**src/rtl/uart_tx_serializer.sv**
```systemverilog
// +----------------------------------------------------------------------------+
// | uart_tx_serializer: UART frame serializer driven by baud-generator ticks.  |
// | Revision: 1.0                                                              |
// +----------------------------------------------------------------------------+
`default_nettype none

module uart_tx_serializer #(
  parameter int DATA_BITS  = 8,
  parameter int PARITY_EN  = 0,
  parameter int PARITY_ODD = 0,
  parameter int STOP_BITS  = 1
) (
  input  logic                 clk,
  input  logic                 rst,
  input  logic                 tx_tick,
  input  logic [DATA_BITS-1:0] data_in,
  input  logic                 tx_start,
  output logic                 baud_en,
  output logic                 tx,
  output logic                 tx_busy,
  output logic                 tx_done
);

  localparam int CNT_W = $clog2(DATA_BITS + 1);
  localparam logic [CNT_W-1:0] LAST_DATA = CNT_W'(DATA_BITS - 1);
  localparam logic [CNT_W-1:0] LAST_STOP = CNT_W'(STOP_BITS - 1);

  typedef enum logic [2:0] {
    IDLE   = 3'd0,
    START  = 3'd1,
    DATA   = 3'd2,
    PARITY = 3'd3,
    STOP   = 3'd4
  } state_t;

  state_t               state_q, state_d;
  logic [DATA_BITS-1:0] shift_q, shift_d;
  logic [CNT_W-1:0]     bit_cnt_q, bit_cnt_d;
  logic                 parity_q, parity_d;
  logic                 tx_q, tx_d;
  logic                 busy_q, busy_d;
  logic                 done_q, done_d;
  logic                 tick_q;
  logic                 adv;

  // A held-high tick only counts once: advance on its rising edge.
  assign adv = tx_tick & ~tick_q;

  always_ff @(posedge clk or negedge rst) begin
    if (!rst) begin
      state_q   <= IDLE;
      shift_q   <= '0;
      bit_cnt_q <= '0;
      parity_q  <= 1'b0;
      tx_q      <= 1'b1;
      busy_q    <= 1'b0;
      done_q    <= 1'b0;
      tick_q    <= 1'b0;
    end else begin
      state_q   <= state_d;
      shift_q   <= shift_d;
      bit_cnt_q <= bit_cnt_d;
      parity_q  <= parity_d;
      tx_q      <= tx_d;
      busy_q    <= busy_d;
      done_q    <= done_d;
      tick_q    <= tx_tick;
    end
  end

  always_comb begin
    state_d   = state_q;
    shift_d   = shift_q;
    bit_cnt_d = bit_cnt_q;
    parity_d  = parity_q;
    tx_d      = tx_q;
    busy_d    = busy_q;
    done_d    = 1'b0;

    case (state_q)
      IDLE: begin
        if (tx_start) begin
          shift_d   = data_in;
          parity_d  = (^data_in) ^ 1'(PARITY_ODD);
          bit_cnt_d = '0;
          state_d   = START;
          tx_d      = 1'b0;
          busy_d    = 1'b1;
        end
      end
      START: begin
        if (adv) begin
          state_d = DATA;
          tx_d    = shift_q[0];
        end
      end
      DATA: begin
        if (adv) begin
          if (bit_cnt_q == LAST_DATA) begin
            bit_cnt_d = '0;
            if (PARITY_EN != 0) begin
              state_d = PARITY;
              tx_d    = parity_q;
            end else begin
              state_d = STOP;
              tx_d    = 1'b1;
            end
          end else begin
            // tx already shows shift_q[0]; the next bit sits one place up.
            shift_d   = shift_q >> 1;
            tx_d      = shift_q[1];
            bit_cnt_d = bit_cnt_q + 1'b1;
          end
        end
      end
      PARITY: begin
        if (adv) begin
          state_d = STOP;
          tx_d    = 1'b1;
        end
      end
      STOP: begin
        if (adv) begin
          if (bit_cnt_q == LAST_STOP) begin
            state_d = IDLE;
            busy_d  = 1'b0;
            done_d  = 1'b1;
          end else begin
            bit_cnt_d = bit_cnt_q + 1'b1;
          end
          tx_d = 1'b1;
        end
      end
      default: begin
        state_d = IDLE;
        tx_d    = 1'b1;
        busy_d  = 1'b0;
      end
    endcase
  end

  assign tx      = tx_q;
  assign tx_busy = busy_q;
  assign baud_en = busy_q;
  assign tx_done = done_q;

endmodule

`default_nettype wire

```
**config.mk**
```make
export PLATFORM = sky130hd
export DESIGN_NAME = uart_tx_serializer
export DESIGN_NICKNAME = d
export VERILOG_FILES = /design/src/rtl/uart_tx_serializer.sv
export SDC_FILE = /design/constraint.sdc
export NUM_CORES = 1
export LEC_CHECK = 0
export ABC_AREA = 1
export ABC_CLOCK_PERIOD_IN_PS = 2200
export CORE_ASPECT_RATIO = 0.8
export CORE_MARGIN = 4
export CORE_UTILIZATION = 40
export CTS_CLUSTER_SIZE = 20
export DETAILED_ROUTE_END_ITERATION = 12
export PLACE_DENSITY = 0.68
export SYNTH_ARGS = -nofsm -noshare
export SYNTH_HDL_FRONTEND = slang
export SYNTH_SLANG_ARGS = --single-unit
```
**constraint.sdc**
```tcl
create_clock -name clk -period 2.2 [get_ports clk]
set_input_delay 0.22 -clock clk [delete_from_list [all_inputs] [get_ports clk]]
set_output_delay 0.22 -clock clk [all_outputs]
set_load 0.05 [all_outputs]
```
==> impl_metrics.env, run 1 <==
export IMPL_outcome="finished, final reports clean"
export IMPL_sw_frac_of_total=0.498
export IMPL_synthesis_area_um2=1200
export IMPL_busiest_layer="met2"
export IMPL_fmax_mhz=553
export IMPL_vias=1037
export IMPL_root_buffer="clkbuf_8"
export IMPL_path_class="register to output port"
export IMPL_fin_nets=189
export IMPL_sequentialPowerShare=0.295
export IMPL_synth_area_per_cell_um2=7.64
export IMPL_yosysWarnings=0
export IMPL_routed_wl_mm=2.38
export IMPL_die_y_um=57.0
export IMPL_grt_pass1_vias=1026
export IMPL_antenna_found_initial=0
export IMPL_clock_skew_ns=0.00317
export IMPL_dp_hpwl_mm=1.85
export IMPL_cp_required_ns=1.98
export IMPL_wl_per_cell_um=11.2
export IMPL_use_met2=0.236
export IMPL_die_w_um=69.2
export IMPL_via_per_inst=4.89
export IMPL_grt_usage=0.139
export IMPL_drt_iter0_markers=47
export IMPL_clkSlewWorstSetupHoldPaths_ns=0.07
export IMPL_ys_ff_latch=19
export IMPL_worstPathArrival_ns=1.59
export IMPL_htree_levels=1
export IMPL_antenna_cells=0
export IMPL_detail_route_antenna_nets=0
export IMPL_crit_buf_inv=1
export IMPL_firstDrtPassIters=4
export IMPL_end_kind="output port"
export IMPL_maxCapViolations=0
export IMPL_internal_power_mw=1.02
export IMPL_cts_sink_count=19
export IMPL_place_gp_congestion=0.962
export IMPL_path_cells="clkdlybuf4s50_1"
export IMPL_ir_drop_uv=468
export IMPL_gr_total_overflow=0
export IMPL_reg2reg_depth=5
export IMPL_pin_count=16
export IMPL_drc_errors=0
export IMPL_synth_top_area_cell="dfrtp_1"
export IMPL_ys_types=26
export IMPL_syn_inst=157
export IMPL_ctsLongestPathBuffers=2
export IMPL_cpMaxStageDelayCell="clkdlybuf4s50_1"
export IMPL_max_stage_delay_ns=0.79
export IMPL_power_density_nw_per_um2=1440
export IMPL_hold_viol=0
export IMPL_core_area_um2=2810
export IMPL_setup_viol=0
export IMPL_postCtsHoldBufs=0
export IMPL_ys_top_cells_by_area="dfrtp_1 38%, nand2_1 18%, inv_1 5.0%, o21ai_0 4.6%, o21ai_2 4.4%"
export IMPL_critPathTopFamily="buffers and inverters"
export IMPL_worst_path_max_fanout=2
export IMPL_finalNonFillerCells=212
export IMPL_die_area_um2=3950
export IMPL_cts_setup_buffers=0
export IMPL_start_kind="register"
export IMPL_drv_slew=0
export IMPL_clkPwrFrac=0.122
export IMPL_period_needed_ns=1.81
export IMPL_grt_pass1_wl_mm=4.41
export IMPL_initial_utilization=0.427
export IMPL_rows=17
export IMPL_post_place_cells=208
export IMPL_port_buffer_count=15
export IMPL_reg2reg_from="state_q[1]"
export IMPL_hp_class="input port to asynchronous set/reset pin"
export IMPL_use_met3=0.0423
export IMPL_post_route_period_util=0.822
export IMPL_synth_top_area_share=0.375
export IMPL_rsz0062_at_grt="false"
export IMPL_area_growth_pct=18.0
export IMPL_synth_nets=171
export IMPL_power_leakage_nw=0.711
export IMPL_seq_area_frac_synth=0.397
export IMPL_use_met1=0.164
export IMPL_grt_start_max_net_pins=20
export IMPL_fin_setup_tns_ns=0
export IMPL_rrSetupSlack_ns=0.57
export IMPL_worstMarginPinSlew_ns=0.496
export IMPL_cp_startpoint="tx"
export IMPL_power_frac_comb=0.584
export IMPL_cts_tree="done"
export IMPL_layout_drive_gt1_share=0.167
export IMPL_p_sw_mw=1.01
export IMPL_clock_latency_ns=0.26
export IMPL_post_cts_resized=0
export IMPL_slew_headroom=0.668
export IMPL_worst_r2r_endpoint="shift_q[5]"
export IMPL_cts_inserted_buffers=3
[cell type report]
cell class | instances | area, um^2
Clock buffer | 4 | 45.0
Fill cell | 280 | 1390
Inverter | 18 | 70.1
Multi-Input combinational cell | 117 | 619
Sequential cell | 19 | 477
Tap cell | 38 | 47.5
Timing Repair Buffer | 16 | 158
[logic make-up (layout without fill, tap and decap cells)]
family	Yosys count	count (layout)	synth area share
compound gates	22	22	0.122
flops	19	19	0.397
simple gates	91	91	0.359
xor+xnor	2	2	0.0146
fa+ha+maj	2	2	0.0209
buf+inv	21	38	0.0865
[Yosys cell counts]
master,number
nand4_1,1
dfstp_2,1
nand2_4,3
a21boi_0,1
nand3_1,9
nor2_2,2
inv_2,1
nor2_4,2
buf_6,1
inv_1,16
o21ai_0,11
nor3_1,1
a21oi_4,1
nand2_1,57
a21oi_1,3
nand2_2,5
o21ai_2,6
xnor2_1,1
nor2_1,8
inv_4,1
nand3_2,3
xor2_1,1
buf_4,1
buf_8,1
dfrtp_1,18
ha_1,2
[metal layers]
layer	up-vias	wire length, um
met2	12	1180
met5	-	0
met3	5	80
met4	0	39
met1	487	1090
li1	533	-
[cell usage in the layout, fill, tap and decap left out, drive strengths merged]
cell type | Yosys | final
ha | 2 | 2
o21ai | 17 | 17
dfstp | 1 | 1
clkdlybuf4s50 | 0 | 15
xor2 | 1 | 1
a21oi | 4 | 4
clkbuf | 0 | 4
nand3 | 12 | 12
xnor2 | 1 | 1
nor2 | 12 | 12
nand2 | 65 | 65
buf | 3 | 1
nand4 | 1 | 1
inv | 18 | 18
nor3 | 1 | 1
a21boi | 1 | 1
dfrtp | 18 | 18
[worst max-delay path by stage]
stage | to | slack [ns] | cells past startpoint
2_1_floorplan | shift_q[2] | 0.85 | 7
3_3_place_gp | shift_q[1] | 0.48 | 7
3_5_place_dp | shift_q[1] | 0.41 | 7
6_report | tx | 0.39 | 1
4_1_cts | tx | 0.38 | 1
5_1_grt | tx | 0.35 | 1
[state kept, by name (all words and copies together) (netlist names)]
register / cells
baud_en: 1
bit_cnt_q: 4
shift_q: 8
state_q: 3
tick_q: 1
tx: 1
tx_done: 1
[metrics by stage]
stage / utilization / cell area (um^2) / total power, mW / hold slack, ns / setup WS, ns
2_1_floorplan: - / 1200 / 1.60 / -0.0756 / 0.846
3_3_place_gp: 0.488 / 1370 / 1.77 / 0.472 / 0.482
3_5_place_dp: 0.488 / 1370 / 1.80 / 0.478 / 0.411
4_1_cts: 0.504 / 1420 / 2.05 / 0.300 / 0.379
5_1_grt: 0.504 / 1420 / 2.24 / 0.317 / 0.348
6_report: 0.504 / 1420 / 2.03 / 0.295 / 0.391
[power by group through the flow]
stage	logic, mW	clock network (mW)	registers (mW)
2_1_floorplan	0.954	0	0.651
3_3_place_gp	1.17	0	0.602
3_5_place_dp	1.19	0	0.606
4_1_cts	1.19	0.256	0.600
5_1_grt	1.34	0.279	0.621
6_report	1.19	0.247	0.599
(Power assumes the default switching activity.)
==> inputs of run 2 (changes only) <==
Settings changed: ABC_CLOCK_PERIOD_IN_PS 2200 to 1500, PLACE_DENSITY 0.68 to 0.7.
Clock period 2.2 ns to 1.5 ns, I/O delays scaled along.
==> run 2 against run 1 <==
Compared with the run above:
- clock skew is 0.0021 ns lower
- combinational power is 66% higher
- clock-buffer cell count stayed put
- first-iteration DRC count is 34% higher
- non-clock buffer count is 5 higher
- critical endpoint is now shift_q[6]
- highest routed layer unchanged
==> impl_metrics.env, run 2 (synthesis results as in run 1) <==
export IMPL_outcome="finished, final reports clean"
export IMPL_utilization=0.529
export IMPL_firstDrtPassIters=4
export IMPL_post_place_cells=212
export IMPL_finalHoldWorstSlack_ns=0.220
export IMPL_drt_iter0_markers=63
export IMPL_routed_wl_mm=2.48
export IMPL_cp_required_ns=1.69
export IMPL_power_mw=3.22
export IMPL_die_area_um2=3950
export IMPL_clkSlewWorstSetupHoldPaths_ns=0.07
export IMPL_rsz0062_at_grt="false"
export IMPL_cts_sink_count=19
export IMPL_clock_skew_ns=0.00110
export IMPL_drc_errors=0
export IMPL_worst_r2r_endpoint="shift_q[6]"
export IMPL_grt_pass1_wl_mm=4.46
export IMPL_end_kind="register"
export IMPL_place_gp_congestion=0.940
export IMPL_ir_drop_uv=992
export IMPL_detail_route_antenna_nets=0
export IMPL_ctsLongestPathBuffers=2
export IMPL_cts_inserted_buffers=3
export IMPL_fillers=270
export IMPL_worstPathArrival_ns=1.61
export IMPL_antenna_cells=0
export IMPL_grt_usage=0.142
export IMPL_drv_slew=0
export IMPL_regMostFlops="shift_q"
export IMPL_power_leakage_nw=0.746
export IMPL_grt_start_max_net_pins=20
export IMPL_period_needed_ns=1.42
export IMPL_reg2reg_depth=8
export IMPL_clock_latency_ns=0.26
export IMPL_power_density_nw_per_um2=2160
export IMPL_pin_count=16
export IMPL_slew_headroom=0.770
export IMPL_start_kind="register"
export IMPL_die_y_um=57.0
export IMPL_fin_nets=194
export IMPL_vias=1043
export IMPL_layout_drive_gt1_share=0.246
export IMPL_area_growth_pct=23.9
export IMPL_rrSetupSlack_ns=0.08
export IMPL_cts_tree="done"
export IMPL_largest_register_ffs=8
export IMPL_port_buffer_count=15
export IMPL_die_w_um=69.2
export IMPL_final_cell_mix="57 x nand2_1, 16 x dfrtp_1, 15 x inv_1"
export IMPL_via_per_inst=4.81
export IMPL_gr_total_overflow=0
export IMPL_grt_pass1_vias=1003
export IMPL_dp_hpwl_mm=1.96
export IMPL_maxCapViolations=0
export IMPL_setup_viol=0
export IMPL_wl_per_cell_um=11.4
export IMPL_layout_commonest_cell="nand2_1"
export IMPL_antenna_found_initial=0
export IMPL_core_area_um2=2810
export IMPL_fmax_mhz=702
export IMPL_rows=17
export IMPL_hold_viol=0
export IMPL_initial_utilization=0.427
export IMPL_post_route_period_util=0.950
export IMPL_postCtsHoldBufs=0
export IMPL_hp_class="input port to asynchronous set/reset pin"
export IMPL_root_buffer="clkbuf_8"
export IMPL_finalNonFillerCells=217
export IMPL_worstMarginPinSlew_ns=0.342
export IMPL_reg2reg_from="state_q[2]"
export IMPL_worst_path_max_fanout=13
export IMPL_top_regs="shift_q x8, bit_cnt_q x4, state_q x3"
export IMPL_htree_levels=1
export IMPL_path_class="register to register"
run 2: changes by cell type in the layout (fill, tap and decap cells not counted), sizes merged:
cell           change
buf                +9
clkdlybuf4s50      -4
run 2: final cells by class:
cell class	count	area, um^2	area share
Sequential cell	19	479	0.322
Inverter	18	70.1	0.0471
Multi-Input combinational cell	117	634	0.427
Timing Repair Buffer	21	210	0.141
Clock buffer	4	45.0	0.0303
Tap cell	38	47.5	0.0320
run 2: what timing repair did:
action	4_1_cts	5_1_grt
gates resized for setup	0	7
endpoints found under the hold margin	0	0
endpoints found under the setup margin	0	15
buffers inserted	0	1
run 2: stage by stage:
stage | setup TNS [ns] | cell area [um^2] | worst slack [ns]
finish | 0 | 1490 | 0.0753
global route | 0 | 1490 | 0.00726
CTS | 0 | 1460 | 0.0248
detailed placement | -0.0105 | 1420 | -0.00561
global placement | 0 | 1420 | 0.0125
floorplan | 0 | 1200 | 0.146
run 2: metal layers:
layer  part of all wire  routed length (um)  GRT usage
met5                  0                   0          0
met4              0.019                  46     0.0669
met3              0.032                  78     0.0387
met2               0.49                1220      0.238
met1               0.46                1140      0.171
run 2: how the worst max path moves through the flow:
stage | start | to
CTS | state_q[2] | shift_q[6]
global placement | tx_tick | baud_en
detailed placement | tx_tick | state_q[1]
floorplan | bit_cnt_q[0] | shift_q[2]
global route | state_q[2] | shift_q[6]
finish | state_q[2] | shift_q[6]
run 2: worst max-delay path, stage by stage, from the launching register on:
cell     delay [ns]
dfrtp_2        0.48
inv_4          0.13
nand2_4        0.06
nor2_4         0.13
nand2_4        0.10
a21oi_4        0.18
buf_12         0.16
nand2_1        0.07
o21ai_2        0.05
run 2: power by group:
group,switching (mW),internal (mW)
clock,0.166,0.189
sequential,0.152,0.731
combinational,1.22,0.755
